[config.mk]
export PLATFORM = sky130hd
export DESIGN_NAME = ret_stack
export DESIGN_NICKNAME = d
export VERILOG_FILES = /design/src/rtl/ret_stack.sv
export SDC_FILE = /design/constraint.sdc
export NUM_CORES = 1
export LEC_CHECK = 0
export ABC_CLOCK_PERIOD_IN_PS = 5200
export CORE_UTILIZATION = 50
export CTS_CLUSTER_SIZE = 30
export DETAILED_ROUTE_END_ITERATION = 7
export GPL_TIMING_DRIVEN = 0
export HOLD_SLACK_MARGIN = 0.03
export PLACE_DENSITY_LB_ADDON = 0.12
export SYNTH_ARGS = -nofsm -noshare
export SYNTH_HDL_FRONTEND = slang
export SYNTH_SLANG_ARGS = --single-unit
[constraint.sdc]
create_clock -name clk -period 5.2 [get_ports clk]
set_input_delay 0.78 -clock clk [delete_from_list [all_inputs] [get_ports clk]]
set_output_delay 0.78 -clock clk [all_outputs]
set_load 0.05 [all_outputs]
[src/rtl/ret_stack.sv]
// Return-address stack: CALL in EX pushes ex_pc+1, RET in EX pops; the top is read combinationally.
// Define RET_STACK_ERR_EN to build the sticky overflow/underflow flags; without it both outputs are 0.

`ifndef CALL
`define CALL 4'hC
`endif
`ifndef RET
`define RET 4'hD
`endif

module ret_stack #(
    parameter int DEPTH  = 8,
    parameter int ADDR_W = 3,
    parameter int PC_W   = 16
) (
    input  logic              clk,
    input  logic              rst,
    input  logic [15:0]       ex_instr,
    input  logic [PC_W-1:0]   ex_pc,
    input  logic              ex_valid,
    input  logic              stall,
    output logic [PC_W-1:0]   ret_addr,
    output logic              ret_valid,
    output logic [ADDR_W:0]   count,
    output logic              overflow,
    output logic              underflow
);

    logic [PC_W-1:0]   mem [DEPTH];
    logic [ADDR_W-1:0] sp_reg, sp_next;
    logic [ADDR_W:0]   count_reg, count_next;
    logic [ADDR_W-1:0] top_idx;
    logic [3:0]        opcode;
    logic              act, is_call, is_ret, full, empty, push, pop;
    logic              unused_instr_bits;

    assign opcode            = ex_instr[15:12];
    assign unused_instr_bits = ^ex_instr[11:0];

    assign act     = ex_valid & ~stall;
    assign is_call = (opcode == `CALL);
    assign is_ret  = (opcode == `RET);
    assign full    = (count_reg == (ADDR_W+1)'(DEPTH));
    assign empty   = (count_reg == '0);
    assign push    = act & is_call;
    assign pop     = act & is_ret & ~empty;

    // A push while full lands on sp, which is exactly the oldest entry.
    always_comb begin
        sp_next    = sp_reg;
        count_next = count_reg;
        if (push) begin
            sp_next = sp_reg + ADDR_W'(1);
            if (!full) begin
                count_next = count_reg + (ADDR_W+1)'(1);
            end
        end else if (pop) begin
            sp_next    = sp_reg - ADDR_W'(1);
            count_next = count_reg - (ADDR_W+1)'(1);
        end
    end

    always_ff @(posedge clk) begin
        if (rst) begin
            sp_reg    <= '0;
            count_reg <= '0;
        end else begin
            sp_reg    <= sp_next;
            count_reg <= count_next;
        end
    end

    always_ff @(posedge clk) begin
        if (!rst && push) begin
            mem[sp_reg] <= ex_pc + PC_W'(1);
        end
    end

    // Top of stack is visible in the same cycle a RET sits in EX.
    assign top_idx   = sp_reg - ADDR_W'(1);
    assign ret_addr  = empty ? '0 : mem[top_idx];
    assign ret_valid = ~empty;
    assign count     = count_reg;

`ifdef RET_STACK_ERR_EN
    logic overflow_reg, underflow_reg;

    always_ff @(posedge clk) begin
        if (rst) begin
            overflow_reg  <= 1'b0;
            underflow_reg <= 1'b0;
        end else begin
            if (push && full) begin
                overflow_reg <= 1'b1;
            end
            if (act && is_ret && empty) begin
                underflow_reg <= 1'b1;
            end
        end
    end

    assign overflow  = overflow_reg;
    assign underflow = underflow_reg;
`else
    assign overflow  = 1'b0;
    assign underflow = 1'b0;
`endif

endmodule

### Yosys cells after proc, flatten, opt, wreduce, memory -nomap -nowiden

Memories as Yosys holds them, arrays and structs flattened.
Index checks and enable logic that the tools add are counted.

* memories: 1
* register bits: 7
* logic and storage cells: 31
* output and inout bits: 23
* bits in writable memories: 128

* add/sub/neg operators: 5
* eq/ne operators: 4
* reductions and logical operators: 5
* multiplexer cells: 8
* bitwise operators: 6

Memory list
* mem: depth 8, width 16, rd ports 1, clocked after memory_dff 0, wr ports 1, line 29 `logic [PC_W-1:0] mem [DEPTH];`

Operators by type and width (count)
* $add 16x1->16 const B: 1
* $mux 16: 1
* $eq 4x4->1 const B: 3
* $mux 4: 3
* $mux 3: 2
* $add 4x1->4 const B: 1
* $and 1x1->1: 4
* $logic_not 4->1: 1
* $sub 4x1->4 const B: 1
* $add 3x1->3 const B: 1
* $sub 3x1->3 const B: 1
* $mux 1: 2
* $ne 2x2->1 const B: 1
* $not 1->1: 2
* $reduce_and 2->1: 1
* $reduce_bool 2->1: 1
* $logic_and 1x1->1: 1
* $logic_not 1->1: 1

### Logic depth before layout (Yosys ltp)

Gate-level depths: netlist of the first run.

* depth after elaboration: 6
* gate-level depth with buffers: 9
* depth with buffers taken out: 8

### Worst setup path after synthesis of the first run

Ideal clock, no wire load.

* path kind: flip-flop to output port
* from: register sp_reg[0]
* to: output ret_addr[11]
* arrival time: 2607 ps
* path slack: 1813 ps
* stages on the path, launching flop included: 10
* buffers on the path: 4
* cells stage by stage: dfxtp_1 > buf_4 > buf_4 > inv_1 > ha_1 > buf_2 > clkbuf_1 > mux4_2 > nand2_1 > a21oi_1

* cells in the longest elaborated chain, start to end: 3

Ends and longest elaborated chain
* start, declared: line 30 `logic [ADDR_W-1:0] sp_reg, sp_next;`
* start signal, assigned: line 68 `sp_reg <= sp_next;`
* $sub 3x1->3: line 80 `assign top_idx = sp_reg - ADDR_W'(1);`
* $mem_v2 8x16
* $mux 16: line 81 `assign ret_addr = empty ? '0 : mem[top_idx];`
* end, declared: line 22 `output logic [PC_W-1:0] ret_addr,`

Every way passes these cells.

### Worst setup path after layout of the first run

* from: register sp_reg[0]
* to: output ret_addr[8]

The elaborated chain is that of the path after synthesis.

==> results of run 1 <==
logic make-up (layout without fill, tap and decap cells):
family	after synthesis	count (layout)	share of synthesized area
simple gates	85	85	0.0746
mux	35	35	0.132
buf+inv	22	106	0.0189
compound gates	28	28	0.0295
flops	135	135	0.701
xor+xnor	21	21	0.0324
other cells	1	2	0.000660
fa+ha+maj	5	5	0.0110
power breakdown:
| part | switching [uW] | internal [uW] | total, uW |
|---|---|---|---|
| Clock | 432 | 798 | 1230 |
| Combinational | 76.8 | 46.4 | 123 |
| Sequential | 1.19 | 1190 | 1200 |
Yosys cell counts, types with 4 or more instances:
library cell,instances
xor2_1,8
xnor2_1,13
mux4_2,32
edfxtp_1,128
nand2_1,41
dfxtp_1,7
nand4_1,5
nor2_1,13
buf_2,5
nor3_1,4
clkbuf_1,7
a21oi_1,19
inv_1,5
buf_4,5
ha_1,5
layout make-up:
cell class                 instances  area [sq um]  area share
tap                              140           175      0.0248
multi-input combinational        176          1620       0.230
inverter                           5          18.8     0.00266
timing repair buffer              53           558      0.0791
sequential                       135          3980       0.565
buffer                            17          88.8      0.0126
clock buffer                      19           433      0.0614
clock inverter                    12           175      0.0248
path summary, 6_finish.rpt:
check | depth (start not counted) | endpoint | start
max | 9 | ret_addr[8] | sp_reg[0]
min | 2 | count[3] | count[3]
max reg2reg | 7 | mem[1][7] | sp_reg[0]
min reg2reg | 2 | count[3] | count[3]
worst min-delay path: stages (launching register included):
cell	delay, ns
dfxtp_1	0.36
inv_1	0.08
a211oi_1	0.06
per-stage QoR:
stage | cells | setup slack [ns]
global route | 557 | 0.0367
detailed placement | 526 | 0.764
global placement | 516 | 0.305
CTS | 557 | 0.259
finish | 557 | 0.289
floorplan | 333 | 1.81
layer usage:
layer	wire (um)	up-vias
li1	-	1443
met1	5020	1600
met2	6300	94
met3	637	17
met4	174	0
met5	0	-
==> results.md, run 1 <==
* RSZ-0062 raised after global routing: false
* Clock Skew at 0.00623 ns
* Die Span X at 109 um
* Pwr Density at 361 nW/um^2
* Async set-reset flop share out of synthesis at 0
* CP max FO at 10
* Global-route wire length before repair at 18.8 mm
* Largest net degree at the start of global routing at 17
* Final Cycle Share at 0.944
* Io pins at 59
* Total Routing Usage GR at 0.231
* CTS Hold Bufs at 0
* Total CTS buffers at 17
* Layout fillers at 793
* Arrival time worst endpoint at about 4.1 ns
* CTS sink count at 135
* Total negative slack at 0 ns
* Worst-path clk slew at 0.06 ns
* Share of cells above drive strength 1 at 0.218
* Most common cell after layout, fill and taps aside: edfxtp_1
* Reg2Reg Setup Slack at 2.53 ns
* Initial DRC count at 211
* Die height at 109 um
* Largest stage delay on the critical path at 0.84 ns
* Yosys warnings at 0
* Critical path class: reg2out
* Gr busiest metal: met2
* Synthesized flop and latch total at 135
* DR DRC count at 0
* Worst vdd ir at 0.265 mV
* Req. time, crit path at 4.42 ns
* Drt pass-1 iters at 4
* Fin. Hold Viols at 0
* Clock latency at the later pin of the worst-skew pair at between 0.4 and 0.5 ns
* Clk root buf: clkbuf_16
* Final core utilization at 0.645
* Fin crit period at 4.91 ns
* Syn Area/Cell at between 15 and 20 sq um
* Diode count at 0
* Delay-heaviest family, CP: buffers and inverters
* Most frequent cells in the layout: edfxtp_1, clkdlybuf4s50_1, nand2_1
* Main flop type after synthesis: edfxtp_1
* CTS tree: yes
* Slew Viols, Final at 0
* Top-area cell type share of the netlist area at 0.676
* Max-cap violation count at 0
* Final setup fails at 0
* Sequential share of the synthesized area at 0.701
* Yosys top cell by area: edfxtp_1
* Initial Util at 0.520
* CP Buf/Inv Count at 5
* Post-CTS sizing at 0
* Max reg flops at ~130
* Layout Area Growth over Synthesis at 24.1%
* Mapped Cells at 332
* Met3 Usage GRT at 0.0430
* Post-DP HPWL at approximately 8 mm
* Placer congestion estimate at 0.751
* Drt wl/cell at 21.8 um
* Post-Route WL at 12.1 mm
* Post-synth EDFFs at 128
* Rel. slew slack at 0.380
* Power Total at 2550 uW
* Worst-Margin Slew at slightly above 0.9 ns
* CP endpoint kind: output port
* Vias/cell at 5.66
* Total number of vias at 3154
* IO buf count at 43
* WHS at 0.552 ns
* Mapped cell area at 5690 sq um
* Row count at 38
* Static leakage at 0.00230 uW
* Hold crit path type: reg2reg
* Met2 usage at 0.373
* Fmax at ~200 MHz
* Most used cell, CP: buf_4
* CTS Buffer Depth at 2
* Remaining Overflow, GRT at 0
* Routing usage on met1 at 0.313
* Netlist cell types at 36
* CTS HTree Levels at 4
* Initial antenna violation count at 0
* Placed instance area at about 6400 sq um
* Final nets at between 400 and 500
* Cell Chain, Critical Path: buf_4, buf_4, inv_1, ha_1, xnor2_1, clkbuf_1, nand2_1, a21oi_1, clkdlybuf4s50_1
* Top post-synthesis cells by area: edfxtp_1, mux4_2, nand2_1, dfxtp_1, xnor2_1
* Fin area at about 7100 sq um
* Post-CTS Setup Inserts at 0
* Routed Antenna Nets at 0
* Vias in the first global route at 3284
* Crit-path slowest cell: clkdlybuf4s50_1
* Critical path startpoint category: register
* Core area at between 10000 and 15000 sq um
* Full die area at 11800 sq um
* Status: finished, final reports clean
(Power assumes the default switching activity.)
==> run 2, diff against run 1 <==
--- a/config.mk
+++ b/config.mk
@@ -7,11 +7,13 @@
 export LEC_CHECK = 0
 export ABC_CLOCK_PERIOD_IN_PS = 5200
 export CORE_UTILIZATION = 50
+export CTS_BUF_LIST = sky130_fd_sc_hd__clkbuf_4
 export CTS_CLUSTER_SIZE = 30
 export DETAILED_ROUTE_END_ITERATION = 7
 export GPL_TIMING_DRIVEN = 0
 export HOLD_SLACK_MARGIN = 0.03
 export PLACE_DENSITY_LB_ADDON = 0.12
+export SLEW_MARGIN = 5
 export SYNTH_ARGS = -nofsm -noshare
 export SYNTH_HDL_FRONTEND = slang
 export SYNTH_SLANG_ARGS = --single-unit
==> run 2 against run 1 <==
Effect of this change: utilization decreased by 2.6 points; non-clock buffer count unchanged; total power decreased by 18%; die area unchanged; worst setup slack improved by 0.038 ns; cell count increased by 0.18%; global-route usage decreased by 0.32 points; clock power decreased by 38%; count of clock-buffer cells in the layout unchanged; critical path type unchanged.
==> results.md, run 2 (synthesized netlist as in run 1, its figures left out) <==
* Multi-input gate area at 1630 sq um
* Largest net degree at the start of global routing at 17
* Fmax at 205 MHz
* Share of cells above drive strength 1 at 0.225
* CTS Hold Bufs at 0
* CP Capture Point: ret_addr[14]
* Reg2Reg Setup Slack at 2.51 ns
* Static leakage at about 0.0022 uW
* DR DRC count at 0
* Final Cycle Share at 0.937
* Clock Power Share at 0.368
* Switching power at 456 uW
* Storage element area at 3980 sq um
* Worst-Margin Slew at approximately 0.75 ns
* Final nets at 446
* Io pins at 59
* Die height at 109 um
* Layout Area Growth over Synthesis at 19.2%
* Int Power at 1630 uW
* Total CTS buffers at 17
* Max-cap violation count at 0
* Clock Skew at roughly 0.024 ns
* Max reg flops at ~130
* Worst-path clk slew at 0.13 ns
* Row count at 38
* CTS sink count at between 100 and 150
* Vias/cell at 5.62
* Switch share at 0.219
* Placer congestion estimate at approximately 0.75
* Routed Antenna Nets at 0
* FF-to-FF End: mem[1][8]
* Pwr Density at 308 nW/um^2
* Reg2Reg Depth at 7
* Comb power frac at 0.059
* Critical path class: reg2out
* Flop pwr share at 0.573
* Initial Util at 0.520
* Arrival time worst endpoint at roughly 4.1 ns
* Total number of vias at 3135
* CTS tree: yes
* Final setup fails at 0
* Clock latency at the later pin of the worst-skew pair at 0.53 ns
* Total negative slack at 0 ns
* Remaining Overflow, GRT at 0
* Full die area at 11800 sq um
* CP endpoint kind: output port
* CP max FO at 10
* Worst R2R Start: sp_reg[0]
* Worst vdd ir at 0.179 mV
* Core area at 10900 sq um
* Post-DP HPWL at 8.02 mm
* Hold crit path type: reg2reg
* IO buf count at 43
* Hold depth at 2
* Post-CTS Setup Inserts at 0
* Initial DRC count at 233
* Status: finished, final reports clean
* Post-Route WL at 11.9 mm
* Most frequent cells in the layout: edfxtp_1, clkdlybuf4s50_1, nand2_1
* Worst setup startpoint: sp_reg[0]
* RSZ-0062 raised after global routing: false
* Layout fillers at 832
* WHS at 0.562 ns
* Die Span X at between 100 and 150 um
* Rel. slew slack at 0.496
* Global-route wire length before repair at roughly 18 mm
* Fin. Hold Viols at 0
* CTS Buffer Depth at 2
* Vias in the first global route at around 3200
* Post-CTS sizing at 0
* Clk root buf: clkbuf_4
* Most common cell after layout, fill and taps aside: edfxtp_1
* CTS HTree Levels at 4
* Fin crit period at 4.87 ns
* Drt wl/cell at 21.3 um
* Slew Viols, Final at 0
* Req. time, crit path at 4.42 ns
* Critical path startpoint category: register
* Drt pass-1 iters at 4
* Total Routing Usage GR at 0.228
* Initial antenna violation count at 1
* Final core utilization at 0.620
==> run 2: cell type report <==
cell class | count | area share
multi-input cells | 176 | 0.241
plain buffers | 17 | 0.0131
well taps | 140 | 0.0259
flip-flops and latches | 135 | 0.588
repair buffers | 53 | 0.0824
clock buffers | 19 | 0.0211
clock inverters | 12 | 0.0259
inverters | 5 | 0.00277
diodes | 1 | 0.000369
==> run 2: power by group through the flow <==
stage / Sequential [uW] / Combinational, uW / Clock (uW)
after global placement: 1220 / 121 / 0
after global routing: 1190 / 134 / 819
final: 1190 / 123 / 768
after floorplan: 1220 / 68.5 / 0
after CTS: 1190 / 124 / 778
after detailed placement: 1220 / 123 / 0
==> run 2: stage by stage <==
step	power, uW	instance area, sq um	worst slack (ns)	std cells
after floorplan	1290	5690	1.81	333
after global placement	1340	6290	0.305	516
after detailed placement	1340	6450	0.764	526
after CTS	2090	6770	0.139	557
after global routing	2150	6780	0.0153	558
final	2080	6780	0.327	558
==> run 2: worst min path at each step <==
stage	slack [ns]	from	to
3_5_place_dp	0.55	count[3]	count[3]
3_3_place_gp	0.54	sp_reg[1]	sp_reg[1]
5_1_grt	0.61	count[3]	count[3]
2_1_floorplan	0.50	sp_reg[1]	sp_reg[1]
6_report	0.56	count[3]	count[3]
4_1_cts	0.56	count[3]	count[3]
==> run 2: routing by layer <==
layer	up-vias	GRT usage	wire length [um]	part of all wire
li1	1440	-	-	-
met1	1567	0.306	4950	0.42
met2	112	0.362	5980	0.50
met3	16	0.0424	740	0.062
met4	0	0.109	229	0.019
met5	-	0	0	0
==> run 2: critical path, cell delays in order (launching register included) <==
cell	delay, ns
dfxtp_1	0.35
buf_4	0.20
buf_4	0.29
inv_1	0.13
ha_1	0.28
xor2_1	0.59
clkbuf_1	0.55
nand2_1	0.10
a21oi_1	0.24
clkdlybuf4s50_1	0.84
